## src/rtl/bus_xfer_ctrl_if.sv

```systemverilog
// bus_xfer_ctrl_if -- request handshake and system-bus signals of bus_xfer_ctrl.
//
// Handshake: a request transfers on a rising clk edge where req_valid=1 and
// req_ready=1. src_sel/dst_sel are sampled on that edge. The requester holds
// req_valid and the selects stable until that edge. The controller never
// withdraws req_ready without an accepting edge, except under reset.
//
// Signals:
//   req_valid          requester -> ctrl  request present
//   req_ready          ctrl -> requester  request accepted this cycle
//   src_sel, dst_sel   requester -> ctrl  register indices (0 AC,1 X,2 Y,3 SP,
//                                         4 PCL,5 PCH,6 DL,7 reserved)
//   systemBus_IN       bus -> ctrl        resolved system bus value
//   systemBusWrite_EN  ctrl -> regs       one-hot drive enables
//   systemBusRead_EN   ctrl -> regs       one-hot latch enables
//   xfer_data          ctrl -> requester  bus value captured by last transfer
//   done, err          ctrl -> requester  completion / rejection pulses
interface bus_xfer_ctrl_if;
  logic       req_valid;
  logic       req_ready;
  logic [2:0] src_sel;
  logic [2:0] dst_sel;
  logic [7:0] systemBus_IN;
  logic [7:0] systemBusWrite_EN;
  logic [7:0] systemBusRead_EN;
  logic [7:0] xfer_data;
  logic       done;
  logic       err;

  modport master (
    output req_valid, src_sel, dst_sel, systemBus_IN,
    input  req_ready, systemBusWrite_EN, systemBusRead_EN, xfer_data, done, err
  );

  modport slave (
    input  req_valid, src_sel, dst_sel, systemBus_IN,
    output req_ready, systemBusWrite_EN, systemBusRead_EN, xfer_data, done, err
  );
endinterface

```

## src/rtl/bus_xfer_ctrl.sv

```systemverilog
// bus_xfer_ctrl -- sequences one register-to-register move over the shared
// system bus: the source drives for SETTLE_CYCLES cycles, then drives one more
// cycle while the destination latches, then drives one final cycle with the
// latch closed so the destination never captures an undriven bus.
//
// Parameters:
//   SETTLE_CYCLES  drive cycles before the latch cycle (legal 1..15)
// Ports:
//   clk        rising-edge clock
//   reset      asynchronous, active-high reset
//   bus        slave side of bus_xfer_ctrl_if (handshake, enables, results)
//   dbg_state  current FSM state (0 IDLE, 1 DRIVE, 2 LATCH, 3 RELEASE)
//
// Every output is a register. Illegal requests (reserved index or src==dst)
// are consumed in IDLE and answered with a one-cycle err pulse.
module bus_xfer_ctrl #(
  parameter int unsigned SETTLE_CYCLES = 1
) (
  input  logic                   clk,
  input  logic                   reset,
  bus_xfer_ctrl_if.slave         bus,
  output logic [1:0]             dbg_state
);

  typedef enum logic [1:0] {
    IDLE    = 2'd0,
    DRIVE   = 2'd1,
    LATCH   = 2'd2,
    RELEASE = 2'd3
  } state_t;

  localparam logic [3:0] SETTLE_LOAD = 4'(SETTLE_CYCLES - 1);

  state_t     state;
  logic [2:0] src_q;
  logic [2:0] dst_q;
  logic [3:0] settle_cnt;
  logic       illegal;

  function automatic logic [7:0] onehot(input logic [2:0] idx);
    onehot = 8'(1) << idx;
  endfunction

  assign illegal = (bus.src_sel == 3'd7) || (bus.dst_sel == 3'd7) ||
                   (bus.src_sel == bus.dst_sel);

  assign dbg_state = state;

  always_ff @(posedge clk or posedge reset) begin
    if (reset) begin
      state                 <= IDLE;
      src_q                 <= '0;
      dst_q                 <= '0;
      settle_cnt            <= '0;
      bus.req_ready         <= 1'b0;
      bus.systemBusWrite_EN <= '0;
      bus.systemBusRead_EN  <= '0;
      bus.xfer_data         <= 8'h00;
      bus.done              <= 1'b0;
      bus.err               <= 1'b0;
    end else begin
      bus.done <= 1'b0;
      bus.err  <= 1'b0;
      case (state)
        IDLE: begin
          // req_ready rises on the first edge spent in IDLE (also after reset).
          bus.req_ready         <= 1'b1;
          bus.systemBusWrite_EN <= '0;
          bus.systemBusRead_EN  <= '0;
          if (bus.req_valid && bus.req_ready) begin
            src_q <= bus.src_sel;
            dst_q <= bus.dst_sel;
            if (illegal) begin
              bus.err <= 1'b1;
            end else begin
              state                 <= DRIVE;
              settle_cnt            <= SETTLE_LOAD;
              bus.req_ready         <= 1'b0;
              bus.systemBusWrite_EN <= onehot(bus.src_sel);
            end
          end
        end
        DRIVE: begin
          // Counter reads SETTLE_CYCLES-1 in the first DRIVE cycle, so DRIVE
          // lasts exactly SETTLE_CYCLES cycles.
          if (settle_cnt == 4'd0) begin
            state                <= LATCH;
            bus.systemBusRead_EN <= onehot(dst_q);
          end else begin
            settle_cnt <= settle_cnt - 4'd1;
          end
        end
        LATCH: begin
          bus.xfer_data        <= bus.systemBus_IN;
          bus.systemBusRead_EN <= '0;
          state                <= RELEASE;
        end
        RELEASE: begin
          // Source is still driven in RELEASE; it drops together with done.
          bus.systemBusWrite_EN <= '0;
          bus.done              <= 1'b1;
          bus.req_ready         <= 1'b1;
          state                 <= IDLE;
        end
        default: begin
          state <= IDLE;
        end
      endcase
    end
  end

endmodule

```

## src/flat_wrapper.sv

```systemverilog
// flat-port wrapper written by rule: the top's interface ports become plain ports
module bus_xfer_ctrl_flat 
#(
  parameter int unsigned SETTLE_CYCLES = 1
)
  (clk, reset, dbg_state, bus_req_valid, bus_src_sel, bus_dst_sel, bus_systemBus_IN, bus_req_ready, bus_systemBusWrite_EN, bus_systemBusRead_EN, bus_xfer_data, bus_done, bus_err);
  bus_xfer_ctrl_if bus_i ();
  input  logic clk;
  input  logic reset;
  output logic [1:0] dbg_state;
  input wire logic [$bits(bus_i.req_valid)-1:0] bus_req_valid;
  input wire logic [$bits(bus_i.src_sel)-1:0] bus_src_sel;
  input wire logic [$bits(bus_i.dst_sel)-1:0] bus_dst_sel;
  input wire logic [$bits(bus_i.systemBus_IN)-1:0] bus_systemBus_IN;
  output wire logic [$bits(bus_i.req_ready)-1:0] bus_req_ready;
  output wire logic [$bits(bus_i.systemBusWrite_EN)-1:0] bus_systemBusWrite_EN;
  output wire logic [$bits(bus_i.systemBusRead_EN)-1:0] bus_systemBusRead_EN;
  output wire logic [$bits(bus_i.xfer_data)-1:0] bus_xfer_data;
  output wire logic [$bits(bus_i.done)-1:0] bus_done;
  output wire logic [$bits(bus_i.err)-1:0] bus_err;
  assign bus_i.req_valid = bus_req_valid;
  assign bus_i.src_sel = bus_src_sel;
  assign bus_i.dst_sel = bus_dst_sel;
  assign bus_i.systemBus_IN = bus_systemBus_IN;
  assign bus_req_ready = bus_i.req_ready;
  assign bus_systemBusWrite_EN = bus_i.systemBusWrite_EN;
  assign bus_systemBusRead_EN = bus_i.systemBusRead_EN;
  assign bus_xfer_data = bus_i.xfer_data;
  assign bus_done = bus_i.done;
  assign bus_err = bus_i.err;
  bus_xfer_ctrl #(.SETTLE_CYCLES(SETTLE_CYCLES)) u_core (.clk(clk), .reset(reset), .bus(bus_i), .dbg_state(dbg_state));
endmodule
```

## config.mk

```make
export PLATFORM = sky130hd
export DESIGN_NAME = bus_xfer_ctrl_flat
export DESIGN_NICKNAME = d
export VERILOG_FILES = /design/src/rtl/bus_xfer_ctrl_if.sv /design/src/rtl/bus_xfer_ctrl.sv /design/src/flat_wrapper.sv
export SDC_FILE = /design/constraint.sdc
export NUM_CORES = 1
export LEC_CHECK = 0
export ABC_AREA = 1
export CAP_MARGIN = 20
export CELL_PAD_IN_SITES_DETAIL_PLACEMENT = 0
export CELL_PAD_IN_SITES_GLOBAL_PLACEMENT = 1
export CORE_MARGIN = 5
export CORE_UTILIZATION = 38
export DETAILED_ROUTE_END_ITERATION = 12
export PLACE_DENSITY = 0.95
export SETUP_SLACK_MARGIN = 0.4
export SLEW_MARGIN = 20
export SYNTH_ARGS = -nofsm -noshare
export SYNTH_HDL_FRONTEND = slang
export SYNTH_SLANG_ARGS = --single-unit
export TNS_END_PERCENT = 5
```

## constraint.sdc

```tcl
create_clock -name clk -period 2.58 [get_ports clk]
set_input_delay 0.516 -clock clk [delete_from_list [all_inputs] [get_ports clk]]
set_output_delay 0.516 -clock clk [all_outputs]
set_load 0.05 [all_outputs]
```

* Word level (Yosys, flattened, before mapping) *
Cells that the tools add are included.

cells by class
  add/sub/neg operators = 1
  equality and inequality tests = 10
  shift operators = 2
  multiplexer cells = 19
  reduce and logical (&&, ||, !) cells = 13

operator list
  cell                   number
  $pmux W8 S2            2
  $mux W8                3
  $shl A1 B3 Y8 const A  2
  $mux W4                3
  $pmux W2 S4            1
  $pmux W4 S2            1
  $eq A3 B3 Y1 const B   2
  $mux W2                3
  $reduce_bool A2 Y1     3
  $mux W1                5
  $eq A2 B2 Y1 const B   2
  $logic_not A4 Y1       1
  $ne A2 B1 Y1 const B   2
  $ne A2 B2 Y1 const B   2
  $reduce_and A2 Y1      2
  $reduce_and A4 Y1      1
  $sub A4 B1 Y4 const B  1
  $eq A3 B3 Y1           1
  $reduce_and A3 Y1      1
  $eq A2 B1 Y1 const B   1
  $logic_not A2 Y1       1
  $logic_or A1 B1 Y1     2
  $pmux W1 S2            1
  $reduce_or A2 Y1       1
  $logic_and A1 B1 Y1    1

word-level totals
  register bits = 36
  bits of input ports = 17
  logic and storage cells = 54

* Depth between registers and ports, before layout *
  depth in word-level cells = 6
  mapped depth = 9
  depth with buffers taken out = 9

* Least setup slack after synthesis *
OpenSTA, ideal clock, no wires.

  path type = reg-to-reg
  start point = register u_core.state[0] (netlist: u_core.dbg_state[0])
  end point = register u_core.bus.systemBusRead_EN[7]
  library setup time = 0.118 ns
  arrival time = 1.711 ns
  path slack = 0.750 ns
  cell stages (with the launch flop) = 9
  buffers on the path = 1
  clock period less this slack = 1.830 ns
  path through = dfrtp_1 inv_1 ha_1 buf_2 or2_4 nand2_4 nand2_4 nand3_1 nand2_1

on the way
  cells in the longest elaborated chain, start to end = 4
  elaborated cells between the ends (all ways) = 8

ends and longest elaborated chain
  item                                                     line                    text
  start, declared                                          bus_xfer_ctrl.sv:34     state_t state;
  start signal, assigned                                   bus_xfer_ctrl.sv:51     state <= IDLE;
  start signal, assigned                                   bus_xfer_ctrl.sv:76     state <= DRIVE;
  start signal, assigned                                   bus_xfer_ctrl.sv:87     state <= LATCH;
  $eq A2 B2 Y1 / $logic_not A2 Y1 (equally long branches)  bus_xfer_ctrl.sv:64     case (state)
  $reduce_or A2 Y1 (no line)                               n/a
  $reduce_bool A2 Y1 (no line)                             n/a
  $reduce_and A2 Y1 (no line)                              n/a
  end signal, assigned                                     bus_xfer_ctrl.sv:88     bus.systemBusRead_EN <= onehot(dst_q);
  end, declared                                            bus_xfer_ctrl_if.sv:37  output req_ready, systemBusWrite_EN, systemBusRead_EN, xfer_data, done, err

Parallel ways exist; a longest one is shown, timed or not.
A chain may end at the register's enable or synchronous reset.

* Worst setup path in the final report *
  start point = register u_core.state[0] (netlist: u_core.dbg_state[0])
  end point = output dbg_state[0]

RTL lines
  item           line                text
  end, declared  flat_wrapper.sv:10  output logic [1:0] dbg_state;

No word-level cell between the ends.

==> flow_summary.toml <==
[status]
status = "complete, no violations"

[timing]
setup_viol = 0
rsz0062_at_grt = "no"
min_period_ns = 2.07
fin_crit_sh_pct = 80.4
final_max_slew_viol_count = 0
finalHoldViolCount = 0
tightest_slew_ns = 0.515
fin_worst_skew_ns = 0.00869
relSlewSlack_pct = 65.6
timing.setup.tns_ns = 0
fmax_mhz = 482

[power]
peakVddDrop_uv = 538
leakagePower_nw = 1.21
p_sw_share_pct = 47.8
p_total_mw = 3.20
pwr-share-seq_pct = 27.8
power_switching_mw = 1.53
internal-power_mw = 1.67
pwr-share-clk_pct = 15.2
comb_power_share_pct = 57.0
power_per_cell_area_nw_per_um2 = 1320

[worst_hold_path]
min_to = "u_core.bus.systemBusWrite_EN[7]"
hold_path_class = "reg -> reg"
hold_depth = 2
hp-start = "u_core.bus.systemBusWrite_EN[7]"

[grt]
grt_pass1_vias = 1337
grt_start_max_net_pins = 37
antenna_found_initial = 0
grt.overflow.total = 0
grt_pass1_wl_mm = 6.16
grt_use_total_pct = 12.8

[floorplanning]
ios = 46
dieWidth_um = 78.6
core.rowCount = 25
fp.dieH_um = 78.6
start_util_pct = 38.6
core_um2 = 4630
die_area_um2 = 6170

[clocking]
cts.clk_slew.worst_paths_ns = 0.08
htreeDepth = 2
cts_setup_buffers = 0
ctsHoldBuffers = 0
cts_num_sinks = 36
cts_tree = "built"
clock_path_buffers = 2
clock-root-buffer = "clkbuf_8"
cts_made_buffers = 5
ctsResizeCount = 0
clk-insertion-delay-late_ns = 0.29

[routing]
totalWireLength_mm = 3.68
first_iter_violations = 63
vias = 1471
via_per_inst = 4.78
drc = 0
postRouteAntennaNets = 0
post_drt_wl_per_cell_um = 11.9
first_pass_iters = 4

[synthesis]
synth_cell_type_count = 25
yosys_most_used_dff = "dfrtp_1"
syn_avg_cell_area_um2 = 8.85
syn_inst = 202
yosys-top-cells-area = "dfrtp_1, nand2_1, nand3_1"
synth.most_common_cell = "nand2_1"
syn_area_um2 = 1790
syn_nets = 225
yosys_warnings = 0
synth_edf_count = 0
ys_ff_latch = 36
synthArstFlopShare_pct = 100
synthTopCellsByCount = "nand2_1, dfrtp_1, nand3_1"
ys_seq_area_share_pct = 50.4
synth_top_area_share_pct = 50.4
yosysTopAreaCell = "dfrtp_1"

[critical_path]
ff2ff_path_depth = 7
cp_max_fo = 5
timing.rr.end = "u_core.bus.systemBusRead_EN[4]"
crit_slowest_cell = "clkdlybuf4s50_1"
path_class = "reg -> out"
end_kind = "primary output"
rr_startpoint = "u_core.dbg_state[0]"
crit_cells = 1
slowest_delay_ns = 0.85
startpoint_type = "flip-flop"
cp_data_required_time_ns = 2.06
cp_num_buf_inv = 1
reg2reg_slack_ns = 0.93
worst_ep_arrival_time_ns = 1.56
critical_path.cell_chain = "clkdlybuf4s50_1"
critical_path.top_delay_family = "buffers and inverters"

[placement]
gp_routability_congestion = 0.841
portBuffers = 45
dp_hpwl_mm = 2.79
placed_area_um2 = 2300

[flow_run]
cap_viol_max_count = 0

[cells_and_area]
final_nets = 276
synthToLayoutAreaGrowth_pct = 35.2
num_antenna_cells = 0
nFillCells = 444
drive_gt1_share_pct = 14.2
design_area_um2 = 2410
==> through the flow <==
stage / std cells / hold WS, ns / util [%] / setup WS (ns)
2_1_floorplan: 202 / 0.464 / - / 0.750
4_1_cts: 308 / 0.473 / 52.2 / 0.486
3_3_place_gp: 300 / 0.450 / 49.8 / 0.748
5_1_grt: 308 / 0.506 / 52.2 / 0.461
6_report: 308 / 0.469 / 52.2 / 0.505
3_5_place_dp: 300 / 0.452 / 49.8 / 0.722
==> per-layer routing <==
metal	global-route usage (%)	vias to the layer above	share of wire (%)
met5	0	-	0
met4	4.20	0	1.3
met3	3.44	6	3.8
met2	21.6	29	51
met1	15.7	685	44
li1	-	751	-
==> flip-flops by register name, summed over array words and instances, names as in the netlist <==
register                      count
u_core.bus.systemBusRead_EN       8
u_core.bus.systemBusWrite_EN      8
u_core.dbg_state                  2
u_core.bus.req_ready              1
u_core.bus.err                    1
u_core.bus.xfer_data              8
u_core.bus.done                   1
u_core.settle_cnt                 4
u_core.dst_q                      3
==> how the worst max path moves through the flow <==
stage,start,end,slack (ns)
floorplan,u_core.dbg_state[0],u_core.bus.systemBusRead_EN[7],0.75
global placement,bus_src_sel[0],u_core.settle_cnt[2],0.75
detailed placement,bus_src_sel[0],u_core.settle_cnt[2],0.72
CTS,u_core.dbg_state[0],dbg_state[0],0.49
global route,u_core.dbg_state[0],dbg_state[0],0.46
finish,u_core.dbg_state[0],dbg_state[0],0.51
==> kinds of logic (layout without fill, tap and decap cells) <==
family	count (synthesis)	in the layout	share of synthesized area, %
fa+ha+maj	6	6	4.20
buf+inv	24	76	5.11
simple gates	118	118	30.9
xor+xnor	2	2	0.981
flops	36	36	50.4
compound gates	8	8	3.36
mux	8	8	5.04
==> final cells by class <==
type / instances / area, um2 / area share (%)
clock buffers: 5 / 68.8 / 2.85
inverters: 22 / 82.6 / 3.42
clock inverters: 3 / 42.5 / 1.76
repair buffers: 46 / 458 / 19.0
flip-flops and latches: 36 / 901 / 37.3
well taps: 54 / 67.6 / 2.80
multi-input cells: 142 / 795 / 32.9
==> layout by cell type, fill, tap and decap left out, types with 2 or more instances in the layout <==
cell type        synthesis  layout
nor2_2                   2       2
clkdlybuf4s50_1          0      45
a21oi_1                  2       2
o21ai_0                  2       2
nand3_1                 31      31
ha_1                     6       6
clkbuf_8                 0       5
nor2_1                  18      18
inv_2                    2       2
nand2_1                 53      53
xnor2_1                  2       2
nand2_2                  4       4
mux2_2                   8       8
nand2_4                  4       4
nor3_1                   2       2
inv_1                   20      20
dfrtp_1                 36      36
==> power by group through the flow <==
| stage | Combinational, mW | Clock, mW | Sequential, mW |
|---|---|---|---|
| 2_1_floorplan | 0.800 | 0 | 1.42 |
| 3_3_place_gp | 1.82 | 0 | 0.895 |
| 3_5_place_dp | 1.84 | 0 | 0.900 |
| 4_1_cts | 1.85 | 0.498 | 0.892 |
| 5_1_grt | 1.97 | 0.529 | 0.912 |
| 6_report | 1.82 | 0.487 | 0.888 |
Power figures use the tool's default switching activity.
